==> src/rtl/minterm_fn_engine_pkg.sv <==
// Shared types and constants for the programmable sum-of-minterms engine.
package minterm_fn_engine_pkg;

  typedef enum logic [1:0] {
    IDLE   = 2'd0,
    SHIFT  = 2'd1,
    COMMIT = 2'd2
  } cfg_state_e;

  // Standard 3-input functions, bit i = value of minterm i
  localparam logic [7:0] SOP_02467 = 8'hD5;
  localparam logic [7:0] FN_A3     = 8'hF0;
  localparam logic [7:0] FN_XOR3   = 8'h96;

  function automatic int calc_mw(input int n_in);
    return 1 << n_in;
  endfunction

  function automatic int calc_ch_w(input int n_ch);
    return (n_ch <= 1) ? 1 : $clog2(n_ch);
  endfunction

endpackage

==> src/rtl/minterm_fn_engine_if.sv <==
// Evaluation, configuration and counter signals of the minterm engine.
interface minterm_fn_engine_if
  import minterm_fn_engine_pkg::*;
#(
  parameter int N_IN  = 3,
  parameter int N_CH  = 2,
  parameter int CNT_W = 8
) ();
  localparam int CH_W = calc_ch_w(N_CH);

  logic                    in_valid;
  logic [N_IN-1:0]         in_vars;
  logic                    out_valid;
  logic [N_CH-1:0]         out_f;
  logic                    cfg_start;
  logic [CH_W-1:0]         cfg_ch;
  logic                    cfg_bit;
  logic                    cfg_ready;
  logic                    cfg_done;
  logic                    cfg_err;
  logic                    cnt_clr;
  logic [N_CH*CNT_W-1:0]   hit_cnt;

  modport slave (
    input  in_valid, in_vars, cfg_start, cfg_ch, cfg_bit, cnt_clr,
    output out_valid, out_f, cfg_ready, cfg_done, cfg_err, hit_cnt
  );

  modport master (
    output in_valid, in_vars, cfg_start, cfg_ch, cfg_bit, cnt_clr,
    input  out_valid, out_f, cfg_ready, cfg_done, cfg_err, hit_cnt
  );
endinterface

==> src/rtl/minterm_fn_engine_channel.sv <==
// One function channel: minterm mask, registered lookup and saturating hit counter.
module minterm_fn_channel
  import minterm_fn_engine_pkg::*;
#(
  parameter int                        N_IN     = 3,
  parameter int                        CNT_W    = 8,
  parameter logic [calc_mw(N_IN)-1:0]  MASK_RST = '0
) (
  input  logic                      clk,
  input  logic                      rst,
  input  logic                      in_valid_i,
  input  logic [N_IN-1:0]           in_vars_i,
  input  logic                      mask_we_i,
  input  logic [calc_mw(N_IN)-1:0]  mask_i,
  input  logic                      cnt_clr_i,
  output logic                      f_o,
  output logic [CNT_W-1:0]          cnt_o
);
  localparam int MW = calc_mw(N_IN);

  logic [MW-1:0]    mask_q;
  logic             f_q;
  logic [CNT_W-1:0] cnt_q, cnt_d;
  logic             hit;

  assign hit = in_valid_i & mask_q[in_vars_i];

  always_comb begin
    cnt_d = cnt_q;
    if (cnt_clr_i)                 cnt_d = '0;
    else if (hit && (cnt_q != '1)) cnt_d = cnt_q + 1'b1;
  end

  // Lookup reads mask_q before a same-edge write lands, so the switch is atomic
  always_ff @(posedge clk) begin
    if (rst) begin
      mask_q <= MASK_RST;
      f_q    <= 1'b0;
      cnt_q  <= '0;
    end else begin
      if (mask_we_i)  mask_q <= mask_i;
      if (in_valid_i) f_q    <= mask_q[in_vars_i];
      cnt_q <= cnt_d;
    end
  end

  assign f_o   = f_q;
  assign cnt_o = cnt_q;
endmodule

==> src/rtl/minterm_fn_engine.sv <==
// N_CH programmable minterm channels sharing one input vector, plus the serial mask loader.
module minterm_fn_engine
  import minterm_fn_engine_pkg::*;
#(
  parameter int                             N_IN          = 3,
  parameter int                             N_CH          = 2,
  parameter int                             CNT_W         = 8,
  parameter logic [N_CH*calc_mw(N_IN)-1:0]  DEFAULT_MASKS = {FN_A3, SOP_02467}
) (
  input  logic                 clk,
  input  logic                 rst,
  minterm_fn_engine_if.slave   bus
);
  localparam int               MW     = calc_mw(N_IN);
  localparam int               CH_W   = calc_ch_w(N_CH);
  localparam logic [N_IN:0]    MW_CNT = (N_IN+1)'(MW);
  localparam logic [CH_W:0]    N_CH_C = (CH_W+1)'(N_CH);

  cfg_state_e              state_q, state_d;
  logic [CH_W-1:0]         ch_q;
  logic [N_IN:0]           bit_cnt_q;
  logic [MW-1:0]           shift_q;
  logic                    out_valid_q;
  logic                    ch_ok, commit_ok;
  logic [N_CH-1:0]         f;
  logic [N_CH-1:0][CNT_W-1:0] cnt;

  always_ff @(posedge clk) begin
    if (rst) state_q <= IDLE;
    else     state_q <= state_d;
  end

  // Counter reaching MW is seen for one cycle in SHIFT before moving to COMMIT
  always_comb begin
    state_d = state_q;
    case (state_q)
      IDLE:    if (bus.cfg_start) state_d = SHIFT;
      SHIFT:   if (bit_cnt_q == MW_CNT) state_d = COMMIT;
      COMMIT:  state_d = IDLE;
      default: state_d = IDLE;
    endcase
  end

  always_comb begin
    ch_ok         = ({1'b0, ch_q} < N_CH_C);
    commit_ok     = (state_q == COMMIT) && ch_ok;
    bus.cfg_ready = (state_q == IDLE);
    bus.cfg_done  = commit_ok;
    bus.cfg_err   = (state_q == COMMIT) && !ch_ok;
  end

  always_ff @(posedge clk) begin
    if (rst) begin
      ch_q        <= '0;
      bit_cnt_q   <= '0;
      shift_q     <= '0;
      out_valid_q <= 1'b0;
    end else begin
      out_valid_q <= bus.in_valid;
      if (state_q == IDLE && bus.cfg_start) begin
        ch_q      <= bus.cfg_ch;
        bit_cnt_q <= '0;
      end else if (state_q == SHIFT && bit_cnt_q != MW_CNT) begin
        shift_q   <= {shift_q[MW-2:0], bus.cfg_bit};
        bit_cnt_q <= bit_cnt_q + 1'b1;
      end
    end
  end

  for (genvar k = 0; k < N_CH; k++) begin : g_ch
    minterm_fn_channel #(
      .N_IN     (N_IN),
      .CNT_W    (CNT_W),
      .MASK_RST (DEFAULT_MASKS[k*MW +: MW])
    ) u_ch (
      .clk        (clk),
      .rst        (rst),
      .in_valid_i (bus.in_valid),
      .in_vars_i  (bus.in_vars),
      .mask_we_i  (commit_ok && (ch_q == CH_W'(k))),
      .mask_i     (shift_q),
      .cnt_clr_i  (bus.cnt_clr),
      .f_o        (f[k]),
      .cnt_o      (cnt[k])
    );
  end

  assign bus.out_valid = out_valid_q;
  assign bus.out_f     = f;
  assign bus.hit_cnt   = cnt;
endmodule

==> src/flat_wrapper.sv <==
// flat-port wrapper written by rule: the top's interface ports become plain ports
module minterm_fn_engine_flat import minterm_fn_engine_pkg::*;
#(
  parameter int                             N_IN          = 3,
  parameter int                             N_CH          = 2,
  parameter int                             CNT_W         = 8,
  parameter logic [N_CH*calc_mw(N_IN)-1:0]  DEFAULT_MASKS = {FN_A3, SOP_02467}
)
  (clk, rst, bus_in_valid, bus_in_vars, bus_cfg_start, bus_cfg_ch, bus_cfg_bit, bus_cnt_clr, bus_out_valid, bus_out_f, bus_cfg_ready, bus_cfg_done, bus_cfg_err, bus_hit_cnt);
  minterm_fn_engine_if #(.N_IN(N_IN), .N_CH(N_CH), .CNT_W(CNT_W)) bus_i ();
  input  logic clk;
  input  logic rst;
  input wire logic [$bits(bus_i.in_valid)-1:0] bus_in_valid;
  input wire logic [$bits(bus_i.in_vars)-1:0] bus_in_vars;
  input wire logic [$bits(bus_i.cfg_start)-1:0] bus_cfg_start;
  input wire logic [$bits(bus_i.cfg_ch)-1:0] bus_cfg_ch;
  input wire logic [$bits(bus_i.cfg_bit)-1:0] bus_cfg_bit;
  input wire logic [$bits(bus_i.cnt_clr)-1:0] bus_cnt_clr;
  output wire logic [$bits(bus_i.out_valid)-1:0] bus_out_valid;
  output wire logic [$bits(bus_i.out_f)-1:0] bus_out_f;
  output wire logic [$bits(bus_i.cfg_ready)-1:0] bus_cfg_ready;
  output wire logic [$bits(bus_i.cfg_done)-1:0] bus_cfg_done;
  output wire logic [$bits(bus_i.cfg_err)-1:0] bus_cfg_err;
  output wire logic [$bits(bus_i.hit_cnt)-1:0] bus_hit_cnt;
  assign bus_i.in_valid = bus_in_valid;
  assign bus_i.in_vars = bus_in_vars;
  assign bus_i.cfg_start = bus_cfg_start;
  assign bus_i.cfg_ch = bus_cfg_ch;
  assign bus_i.cfg_bit = bus_cfg_bit;
  assign bus_i.cnt_clr = bus_cnt_clr;
  assign bus_out_valid = bus_i.out_valid;
  assign bus_out_f = bus_i.out_f;
  assign bus_cfg_ready = bus_i.cfg_ready;
  assign bus_cfg_done = bus_i.cfg_done;
  assign bus_cfg_err = bus_i.cfg_err;
  assign bus_hit_cnt = bus_i.hit_cnt;
  minterm_fn_engine #(.N_IN(N_IN), .N_CH(N_CH), .CNT_W(CNT_W), .DEFAULT_MASKS(DEFAULT_MASKS)) u_core (.clk(clk), .rst(rst), .bus(bus_i));
endmodule
==> config.mk <==
export PLATFORM = sky130hd
export DESIGN_NAME = minterm_fn_engine_flat
export DESIGN_NICKNAME = d
export VERILOG_FILES = /design/src/rtl/minterm_fn_engine_pkg.sv /design/src/rtl/minterm_fn_engine_if.sv /design/src/rtl/minterm_fn_engine_channel.sv /design/src/rtl/minterm_fn_engine.sv /design/src/flat_wrapper.sv
export SDC_FILE = /design/constraint.sdc
export NUM_CORES = 1
export LEC_CHECK = 0
export ABC_CLOCK_PERIOD_IN_PS = 2300
export BUFFER_PORTS_ARGS = -buffer_cell sky130_fd_sc_hd__buf_2
export CORE_MARGIN = 8
export CORE_UTILIZATION = 56
export CTS_CLUSTER_DIAMETER = 50
export DETAILED_ROUTE_END_ITERATION = 6
export PLACE_DENSITY = 0.78
export SYNTH_ARGS = -nofsm -noshare
export SYNTH_HDL_FRONTEND = slang
export SYNTH_SLANG_ARGS = --single-unit
==> constraint.sdc <==
create_clock -name clk -period 2.3 [get_ports clk]
set_input_delay 0.115 -clock clk [delete_from_list [all_inputs] [get_ports clk]]
set_output_delay 0.115 -clock clk [all_outputs]
set_load 0.02 [all_outputs]
==> qor.yml <==
status: "finished clean"
stdcell_count: 329
skew_ps: 6.556
die_w_um: 79.12
multi_input_area_mm2: 0.001136
io_pins: 32
drcViolationCount: 0
crit_start: "u_core.g_ch[1].u_ch.mask_q[4]"
dr_total_vias: 1831
overflow: 0
synth-edff-count: 0
synth_nets: 265
gp_congestion: 0.8209
crit_type: "flop to flop"
fmax_mhz: 540.9
placed_area_mm2: 0.002395
grt.total_usage_pct: 15.00
setup_tns_ps: 0
postSynthCellCount: 251
wl_per_cell_um: 13.98
port-buffer-count: 30
syn_area_mm2: 0.002231
hold_buffers: 0
p_leak_nw: 0.9971
route.final.wire_length_um: 4598
drv_slew: 0
n_fill_cell: 346
min_from: "bus_cfg_bit"
holdCritPathClass: "primary input to flop"
slowest_delay_ps: 550
worstReg2RegStart: "u_core.g_ch[1].u_ch.mask_q[4]"
rsz0062_at_grt: "false"
yosysMostFrequentCell: "dfxtp_1"
drive_gt1_share_pct: 16.85
routed_via_density: 5.565
crit_required_ps: 2540
finalCritPeriodShare_pct: 80.38
synth_cell_types: 42
cts_sinks: 50
grt_pass1_vias: 1779
cts_resized: 0
antenna_found_initial: 0
cts_root_buffer: "clkbuf_8"
relSlewSlack_pct: 63.46
hold_viol_final: 0
nets: 292
clkTransAtPathRegs_ps: 90
drtAntennaViolNets: 0
placementRows: 23
p_per_area_mw_per_mm2: 615.8
area_growth_pct: 11.44
h-tree-depth: 2
seqCellArea_mm2: 0.001001
r2r_setup_slack_ps: 450
dp_cells: 321
grt_pass1_wl_um: 7707
ys.flop_type: "dfxtp_1"
antenna_cells: 0
synth_largest_area_cell: "dfxtp_1"
synth_top_area_share_pct: 44.87
yosysWarnings: 0
yosys-top-cells-area: "dfxtp_1 45%, mux2i_1 6.7%, nor2_1 5.4%"
fp.coreArea_mm2: 0.003914
min_period_ps: 1849
crit_arrival_ps: 2080
ys_ff_latch: 50
cts_setup_buffers: 0
crit_family: "compound AO/OA/AOI/OAI gates"
die_h_um: 79.12
timing.max_cap.violations: 0
synth.avg_cell_area_um2: 8.888
slowest_stage: "a2111o_1"
crit_path_cell_trace: "nor2b_1, a211oi_1, a2111o_1, or4_1, a21oi_1"
clock_latency_ps: 300
grt_max_degree: 35
yosys-top-cells-count: "50 x dfxtp_1, 32 x nor2_1, 22 x nand2_1, 19 x nand3_1, 16 x a21oi_1"
dp_hpwl_um: 3362
cts_buffers: 5
drt-pass1-iter-count: 4
fin_area_mm2: 0.002486
drt_iter0_markers: 79
die_area_mm2: 0.006259
cp_max_fo: 12
critPathLaunchType: "flop"
crit_buf_inv: 0
async_reset_ff_share_pct: 0
cp-end-kind: "flop"
setup_viol: 0
worstMarginPinSlew_ps: 543.2
yosysSeqAreaShare_pct: 44.87
initial_core_util_pct: 57.00
ir_worst_vdd_v: 0.0003929
cts_buffer_depth: 2
cts_tree: "done"
==> per-stage QoR <==
stage	worst slack (ps)	power [mW]	util [%]	hold WS [ps]
after global placement	521.8	1.024	61.19	349.3
after CTS	444.3	1.551	63.52	51.30
after detailed placement	471.6	1.027	61.19	373.6
after global routing	307.8	1.594	63.52	52.34
after floorplan	592.4	0.9987	-	258.9
final	451.2	1.531	63.52	49.15
==> metal layers <==
layer | vias to the layer above | track usage (%) | wire length [um]
met5 | - | 0 | 0
met4 | 0 | 6.667 | 59
met3 | 6 | 5.192 | 272
met2 | 31 | 25.72 | 2210
met1 | 855 | 16.32 | 2056
li1 | 939 | - | -
==> sequential cells by signal, summed over array words and instances (netlist names) <==
name / cells
u_core.state_q: 2
u_core.g_ch.u_ch.cnt_o: 16
u_core.bus.out_valid: 1
u_core.g_ch.u_ch.mask_q: 16
u_core.ch_q: 1
u_core.shift_q: 8
u_core.g_ch.u_ch.f_o: 2
u_core.bit_cnt_q: 4
==> power by group <==
part | total, mW | internal (mW) | switching, mW
clock network | 0.526 | 0.243 | 0.282
logic | 0.117 | 0.0445 | 0.0721
registers | 0.889 | 0.876 | 0.0124
total | 1.53 | 1.16 | 0.367
==> cell usage in the layout (no fill, tap or decap), drive strengths merged, types with 7 or more instances in the layout <==
cell    count
dfxtp      50
buf        34
nor2       32
nand2      22
nand3      19
a21oi      16
mux2i      15
nor2b       9
clkbuf      7
==> kinds of logic after synthesis <==
kind of cell / after synthesis / share of synthesized area (%)
flip-flops: 50 / 44.87
adder cells (fa/ha/maj): 4 / 2.243
other: 1 / 0.1681
AND/OR/NAND/NOR: 110 / 24.62
AO/OA/AOI/OAI: 43 / 12.79
buffers and inverters: 18 / 4.206
multiplexers: 19 / 8.749
XOR/XNOR: 6 / 2.356
==> area by class of cell <==
| class | instances | share of cell area (%) |
|---|---|---|
| clock inverters | 1 | 0.2013 |
| repair buffers | 34 | 7.247 |
| flip-flops and latches | 50 | 40.26 |
| multi-input cells | 183 | 45.70 |
| well taps | 50 | 2.516 |
| inverters | 4 | 0.6039 |
| clock buffers | 7 | 3.473 |
==> path summary, 6_finish.rpt <==
check / depth (start not counted) / endpoint
setup / recovery: 5 / u_core.g_ch[1].u_ch.cnt_o[7]
hold / removal: 3 / u_core.shift_q[0]
setup reg to reg: 5 / u_core.g_ch[1].u_ch.cnt_o[7]
hold reg to reg: 2 / u_core.g_ch[1].u_ch.mask_q[1]
==> worst reg2reg max path: cells and delay by family, from the launching register on <==
kind / cells / cell delay (ps)
and+or+nand+nor: 2 / 680
DFF: 1 / 330
AOI/OAI and AO/OA: 3 / 780
No activity file was read; power rests on OpenSTA's default activity.
